[src/rtl/mem_arbiter.sv]
// Two-master arbiter in front of a single-outstanding shared memory port, with slave timeout.
// Define MEM_ARB_ROUND_ROBIN_EN for alternating grants on contention; default is fixed m0 priority.
module mem_arbiter #(
    parameter int TIMEOUT_CYCLES = 255
) (
    input  logic        clk,
    input  logic        reset,
    input  logic        m0_valid,
    input  logic [31:0] m0_addr,
    input  logic [31:0] m0_wdata,
    input  logic [3:0]  m0_wstrb,
    output logic        m0_ready,
    output logic [31:0] m0_rdata,
    output logic        m0_err,
    input  logic        m1_valid,
    input  logic [31:0] m1_addr,
    input  logic [31:0] m1_wdata,
    input  logic [3:0]  m1_wstrb,
    output logic        m1_ready,
    output logic [31:0] m1_rdata,
    output logic        m1_err,
    output logic        s_valid,
    output logic [31:0] s_addr,
    output logic [31:0] s_wdata,
    output logic [3:0]  s_wstrb,
    input  logic        s_ready,
    input  logic [31:0] s_rdata,
    output logic        owner,
    output logic        busy
);
    typedef enum logic [1:0] {IDLE, GRANT, DONE} state_t;

    localparam logic [15:0] TO_LIMIT = 16'(TIMEOUT_CYCLES);

    state_t      r_state, w_next;
    logic        r_owner, r_err;
    logic [15:0] r_cnt;
    logic [31:0] r_s_addr, r_s_wdata, r_m0_rdata, r_m1_rdata;
    logic [3:0]  r_s_wstrb;
    logic        w_win, w_timeout, w_any_req;
    logic [31:0] w_done_rdata;
`ifdef MEM_ARB_ROUND_ROBIN_EN
    logic        r_last_owner;
`endif

    assign w_any_req = m0_valid | m1_valid;

    always_comb begin
        w_win = m1_valid;
        if (m0_valid && m1_valid) begin
`ifdef MEM_ARB_ROUND_ROBIN_EN
            w_win = ~r_last_owner;
`else
            w_win = 1'b0;
`endif
        end
    end

    // s_ready in the limit cycle wins over the timeout
    assign w_timeout    = (TO_LIMIT != 16'd0) && !s_ready && ((r_cnt + 16'd1) == TO_LIMIT);
    assign w_done_rdata = (s_ready && r_s_wstrb == 4'd0) ? s_rdata : 32'd0;

    always_comb begin
        w_next = r_state;
        case (r_state)
            IDLE:    if (w_any_req) w_next = GRANT;
            GRANT:   if (s_ready || w_timeout) w_next = DONE;
            DONE:    w_next = IDLE;
            default: w_next = IDLE;
        endcase
    end

    always_ff @(posedge clk) begin
        if (reset) r_state <= IDLE;
        else       r_state <= w_next;
    end

    always_ff @(posedge clk) begin
        if (reset) begin
            r_owner    <= 1'b0;
            r_err      <= 1'b0;
            r_cnt      <= 16'd0;
            r_s_addr   <= 32'd0;
            r_s_wdata  <= 32'd0;
            r_s_wstrb  <= 4'd0;
            r_m0_rdata <= 32'd0;
            r_m1_rdata <= 32'd0;
`ifdef MEM_ARB_ROUND_ROBIN_EN
            r_last_owner <= 1'b1;
`endif
        end else begin
            case (r_state)
                IDLE: if (w_any_req) begin
                    r_owner   <= w_win;
                    r_err     <= 1'b0;
                    r_cnt     <= 16'd0;
                    r_s_addr  <= w_win ? m1_addr  : m0_addr;
                    r_s_wdata <= w_win ? m1_wdata : m0_wdata;
                    r_s_wstrb <= w_win ? m1_wstrb : m0_wstrb;
`ifdef MEM_ARB_ROUND_ROBIN_EN
                    r_last_owner <= w_win;
`endif
                end
                GRANT: begin
                    if (!s_ready) r_cnt <= r_cnt + 16'd1;
                    if (s_ready || w_timeout) begin
                        r_err <= !s_ready;
                        if (r_owner) r_m1_rdata <= w_done_rdata;
                        else         r_m0_rdata <= w_done_rdata;
                    end
                end
                default: ;
            endcase
        end
    end

    assign s_valid  = (r_state == GRANT);
    assign busy     = (r_state != IDLE);
    assign owner    = r_owner;
    assign s_addr   = r_s_addr;
    assign s_wdata  = r_s_wdata;
    assign s_wstrb  = r_s_wstrb;
    assign m0_ready = (r_state == DONE) && !r_owner;
    assign m1_ready = (r_state == DONE) &&  r_owner;
    assign m0_err   = m0_ready && r_err;
    assign m1_err   = m1_ready && r_err;
    assign m0_rdata = r_m0_rdata;
    assign m1_rdata = r_m1_rdata;
endmodule

[config.mk]
export PLATFORM = sky130hd
export DESIGN_NAME = mem_arbiter
export DESIGN_NICKNAME = d
export VERILOG_FILES = /design/src/rtl/mem_arbiter.sv
export SDC_FILE = /design/constraint.sdc
export NUM_CORES = 1
export LEC_CHECK = 0
export CAP_MARGIN = 20
export CORE_AREA = 2 2 131 183
export DETAILED_ROUTE_END_ITERATION = 12
export DIE_AREA = 0 0 133 185
export SYNTH_ARGS = -nofsm -noshare
export SYNTH_HDL_FRONTEND = slang
export SYNTH_SLANG_ARGS = --single-unit
[constraint.sdc]
create_clock -name clk -period 2.86 [get_ports clk]
set_clock_uncertainty 0.05 [all_clocks]
set_input_delay 0.572 -clock clk [delete_from_list [all_inputs] [get_ports clk]]
set_output_delay 0.572 -clock clk [all_outputs]
set_load 0.02 [all_outputs]
# [Yosys cells after proc, flatten, opt, wreduce, memory -nomap -nowiden]
# Cells that the tools add are included.
[classes] n_reduce_logical=20 n_mux=14 bitwise_logic=2 add_sub_neg=1 n_eq_ne=6
[ops] operator="32-bit 2-to-1 mux" n=3
[ops] operator="16-bit 2-to-1 mux" n=2
[ops] operator="16-bit one-hot mux with 2 select lines" n=1
[ops] operator="16-bit by 1-bit adder with 16-bit output, second input constant" n=1
[ops] operator="16-bit by 8-bit == test with 1-bit output, second input constant" n=1
[ops] operator="3-bit AND reduction" n=4
[ops] operator="1-bit logical AND" n=7
[ops] operator="4-bit logical NOT" n=1
[ops] operator="2-bit 2-to-1 mux" n=2
[ops] operator="4-bit 2-to-1 mux" n=1
[ops] operator="2-bit != test, second input constant" n=2
[ops] operator="2-bit one-hot mux with 2 select lines" n=1
[ops] operator="2-bit AND reduction" n=2
[ops] operator="2-bit nonzero test" n=2
[ops] operator="1-bit 2-to-1 mux" n=3
[ops] operator="2-bit by 1-bit == test with 1-bit output, second input constant" n=1
[ops] operator="2-bit == test, second input constant" n=1
[ops] operator="1-bit logical NOT" n=2
[ops] operator="2-bit logical NOT" n=1
[ops] operator="2-bit by 1-bit != test with 1-bit output, second input constant" n=1
[ops] operator="1-bit one-hot mux with 2 select lines" n=1
[ops] operator="1-bit logical OR" n=1
[ops] operator="1-bit inverter" n=1
[ops] operator="1-bit bitwise OR" n=1
[totals] output_inout_bits=139 wordCells=52 input_bits=173 reg_bits=152

# [Logic depth before layout (Yosys ltp)]
[depth] ltp_word=6 depth_mapped=10 mapped_depth_nobuf=7

# [Worst setup path before layout]
# OpenSTA, ideal clock, no wires.
[synth_path] path_kind="reg-to-reg" startpoint="register r_cnt[0]" endpoint="register r_m0_rdata[10] (netlist: m0_rdata[10])" t_arrival_ps=2128 setup_ps=72 path_slack_ps=610 path_stages_with_launch=9 required_time_ps=2738 path_cell_list="dfxtp_1 ha_1 xnor2_1 nor4b_2 o2111a_2 nand3_4 a211oi_4 buf_8 mux2i_1"
[synth_via] elab_chain_len=5
[synth_lines] item="start, declared" line_no="37" rtl="logic [15:0] r_cnt;"
[synth_lines] item="start signal, assigned" line_no="105" rtl="if (!s_ready) r_cnt <= r_cnt + 16'd1;"
[synth_lines] item="16-bit by 1-bit adder with 16-bit output" line_no="60" rtl="assign w_timeout = (TO_LIMIT != 16'd0) && !s_ready && ((r_cnt + 16'd1) == TO_LIMIT);"
[synth_lines] item="16-bit by 8-bit == test with 1-bit output" line_no="60"
[synth_lines] item="1-bit logical AND" line_no="60"
[synth_lines] item="1-bit logical OR" line_no="106" rtl="if (s_ready || w_timeout) begin"
[synth_lines] item="3-bit AND reduction (no line)"
[synth_lines] item="end signal, assigned" line_no="109" rtl="else r_m0_rdata <= w_done_rdata;"
[synth_lines] item="end, declared" line_no="38" rtl="logic [31:0] r_s_addr, r_s_wdata, r_m0_rdata, r_m1_rdata;"
# No other way between the ends.
# A chain may end at the register's enable or synchronous reset.

# [Worst setup path after layout]
[layout_path] startpoint="register r_owner (netlist: owner)" endpoint="output m1_err"
[layout_via] elab_chain_len=2
[layout_lines] item="start, declared" line_no="36" rtl="logic r_owner, r_err;"
[layout_lines] item="start signal, assigned" line_no="94" rtl="r_owner <= w_win;"
[layout_lines] item="1-bit logical AND" line_no="124" rtl="assign m1_ready = (r_state == DONE) && r_owner;"
[layout_lines] item="1-bit logical AND" line_no="126" rtl="assign m1_err = m1_ready && r_err;"
[layout_lines] item="end, declared" line_no="21" rtl="output logic m1_err,"
# No other way between the ends.

==> metrics.csv <==
metric,value,unit
fp.dieH,185,um
instances_no_fill,1304,
synth_fp_nets,876,
layout_common_cells,"clkdlybuf4s50_1, dfxtp_1, mux2i_1",
dr.pass1.iters,4,
synth_area_per_cell,9.68,sq um
met3_usage,0.0550,
wl_per_cell,15.3,um
vdd_ir_drop_max,403,uV
place.detailed.hpwl,14.5,mm
grt_pass1_wl,31.2,mm
endpoint_kind,output pin,
period_share,0.901,
syn_area,6780,sq um
rsz0062_at_grt,no,
drv_slew,0,
clock_latency,420,ps
period_needed,2580,ps
grt_max_degree,91,
start_util,0.294,
power-per-cell-area,533,nW/um^2
use_met1,0.187,
critPathKind,register to output pin,
core_area,23000,sq um
ys_ff_latch,152,
yosysSeqAreaShare,0.449,
ys_warn_count,0,
diodes,0,
cp_max_fo,5,
crit_family,buffers and inverters,
grt-busiest-layer,met2,
final_hold_viol_count,0,
path_buf_inv,2,
grt.total_usage,0.162,
drt.antenna.violating_nets,0,
fmax,388,MHz
die_area,24600,sq um
start_kind,register,
synth_edf_count,0,
drive_above_1_share,0.0591,
ys.flop_type,dfxtp_1,
die_x,133,um
hp-class,register to register,
vias_per_cell,4.56,
grt_overflow_total,0,
vias,5951,
setup_viol,0,
slowest_stage,clkdlybuf4s50_1,
grt.met2_usage,0.271,
h-tree-depth,4,
async_flop_share,0,
stdcell_area,10700,sq um
setup_tns,0,ps
p_leak,3.96,nW
drt-total-wl,20.0,mm
tritoncts,built,
syn_inst,701,
place_area,10100,sq um
maxCapViolations,0,
cts_buffers,17,
clockBufferDepth,2,
cts_root_buf,clkbuf_16,
grt_pass1_vias,5869,
placedCellCount,1272,
nFillCells,2196,
relSlewSlack,0.541,
synth_top_cell_area_share,0.449,
required,2240,ps
gp_congestion,0.915,
crit_path_cell_trace,inv_1 > nor3b_1 > and2_1 > clkdlybuf4s50_1,
drc,0,
fin_nets,1160,
worstMarginPinSlew,687,ps
grt_antenna_before_repair,0,
p_total,5.71,mW
rows,66,
area_growth_syn_to_layout,58.0,%
cts_sinks,152,
io_pins,312,
ys_top_cells_by_area,"dfxtp_1, mux2i_1, a211oi_1",
fin_hold_ws,424,ps
cp.arrival,1950,ps
first_iter_violations,164,
status,"complete, no violations",
portBuffers,311,
netlist.top_cell.by_area,dfxtp_1,
path_clk_slew,60,ps
ys_types,49,
critical-path-max-stage-delay,620,ps
final_common_cell,clkdlybuf4s50_1,
## metal layers
layer	vias up	wire, um
li1	3039	-
met1	2656	8390
met2	227	9630
met3	29	1440
met4	0	557
met5	-	0
## cell usage after synthesis (2+ instances only)
library cell,count
dfxtp_1,152
mux2i_1,132
nor2_1,90
a211oi_1,71
nand2b_1,66
nand2_1,41
clkbuf_1,40
a21oi_1,17
o21ai_0,11
nand3_1,8
buf_6,5
nor3_1,5
a311oi_1,4
inv_1,4
xnor2_1,4
a31oi_1,3
and3_1,3
buf_12,3
buf_2,3
buf_8,3
and2_1,2
buf_1,2
ha_1,2
nand4_1,2
nand4b_1,2
nor3b_1,2
o21a_1,2
## sequential cells by signal, summed over array words and instances (netlist names)
name	count
r_state	2
m1_rdata	32
s_wdata	32
s_addr	32
owner	1
r_cnt	16
s_wstrb	4
m0_rdata	32
r_err	1
## final cells by class
cell class | count | area (sq um) | area share
Multi-Input combinational cell | 487 | 3400 | 0.317
Tap cell | 306 | 383 | 0.0357
Clock buffer | 19 | 443 | 0.0413
Sequential cell | 152 | 3040 | 0.284
Inverter | 5 | 18.8 | 0.00175
Clock inverter | 13 | 145 | 0.0135
Timing Repair Buffer | 322 | 3280 | 0.306
## metrics by stage
| step | worst slack (ps) | utilization |
|---|---|---|
| 6_report | 284 | 0.465 |
| 5_1_grt | 97.8 | 0.465 |
| 4_1_cts | 112 | 0.465 |
| 3_5_place_dp | 311 | 0.440 |
| 3_3_place_gp | 398 | 0.440 |
| 2_1_floorplan | 610 | - |
## worst min-delay path: cells and delay by family (launching register included)
family           cells  cell delay (ps)
DFF                  1              310
and+or+nand+nor      1               60
muxes                1               60
## logic make-up (layout without fill, tap and decap cells)
| kind of cell | Yosys count | count (layout) | share of synthesized area |
|---|---|---|---|
| buffers and inverters | 62 | 359 | 0.0531 |
| xor gates and xnor gates | 4 | 4 | 0.00516 |
| DFF | 152 | 152 | 0.449 |
| and+or+nand+nor | 233 | 233 | 0.172 |
| AOI/OAI and AO/OA | 116 | 116 | 0.123 |
| adders and majority gates | 2 | 2 | 0.00369 |
| muxes | 132 | 132 | 0.195 |
## where the power goes
part / switching [mW] / leakage (nW) / internal (mW)
logic: 0.549 / 2.43 / 0.598
clock network: 0.936 / 0.286 / 1.32
registers: 0.0664 / 1.24 / 2.24
total: 1.55 / 3.96 / 4.16
## final timing paths
kind	start	cells after the start	slack [ps]	end
worst min register to register	m0_rdata[19]	2	420	m0_rdata[19]
worst max-delay path	owner	4	280	m1_err
worst max register to register	r_cnt[0]	8	300	m1_rdata[27]
worst min-delay path	m0_rdata[19]	2	420	m0_rdata[19]
## repair_timing
action,4_1_cts,5_1_grt
gates resized for setup,0,1
endpoints found under the setup margin,0,1
buffers inserted,0,0
hold buffers,0,0
No activity file was read; power rests on OpenSTA's default activity.
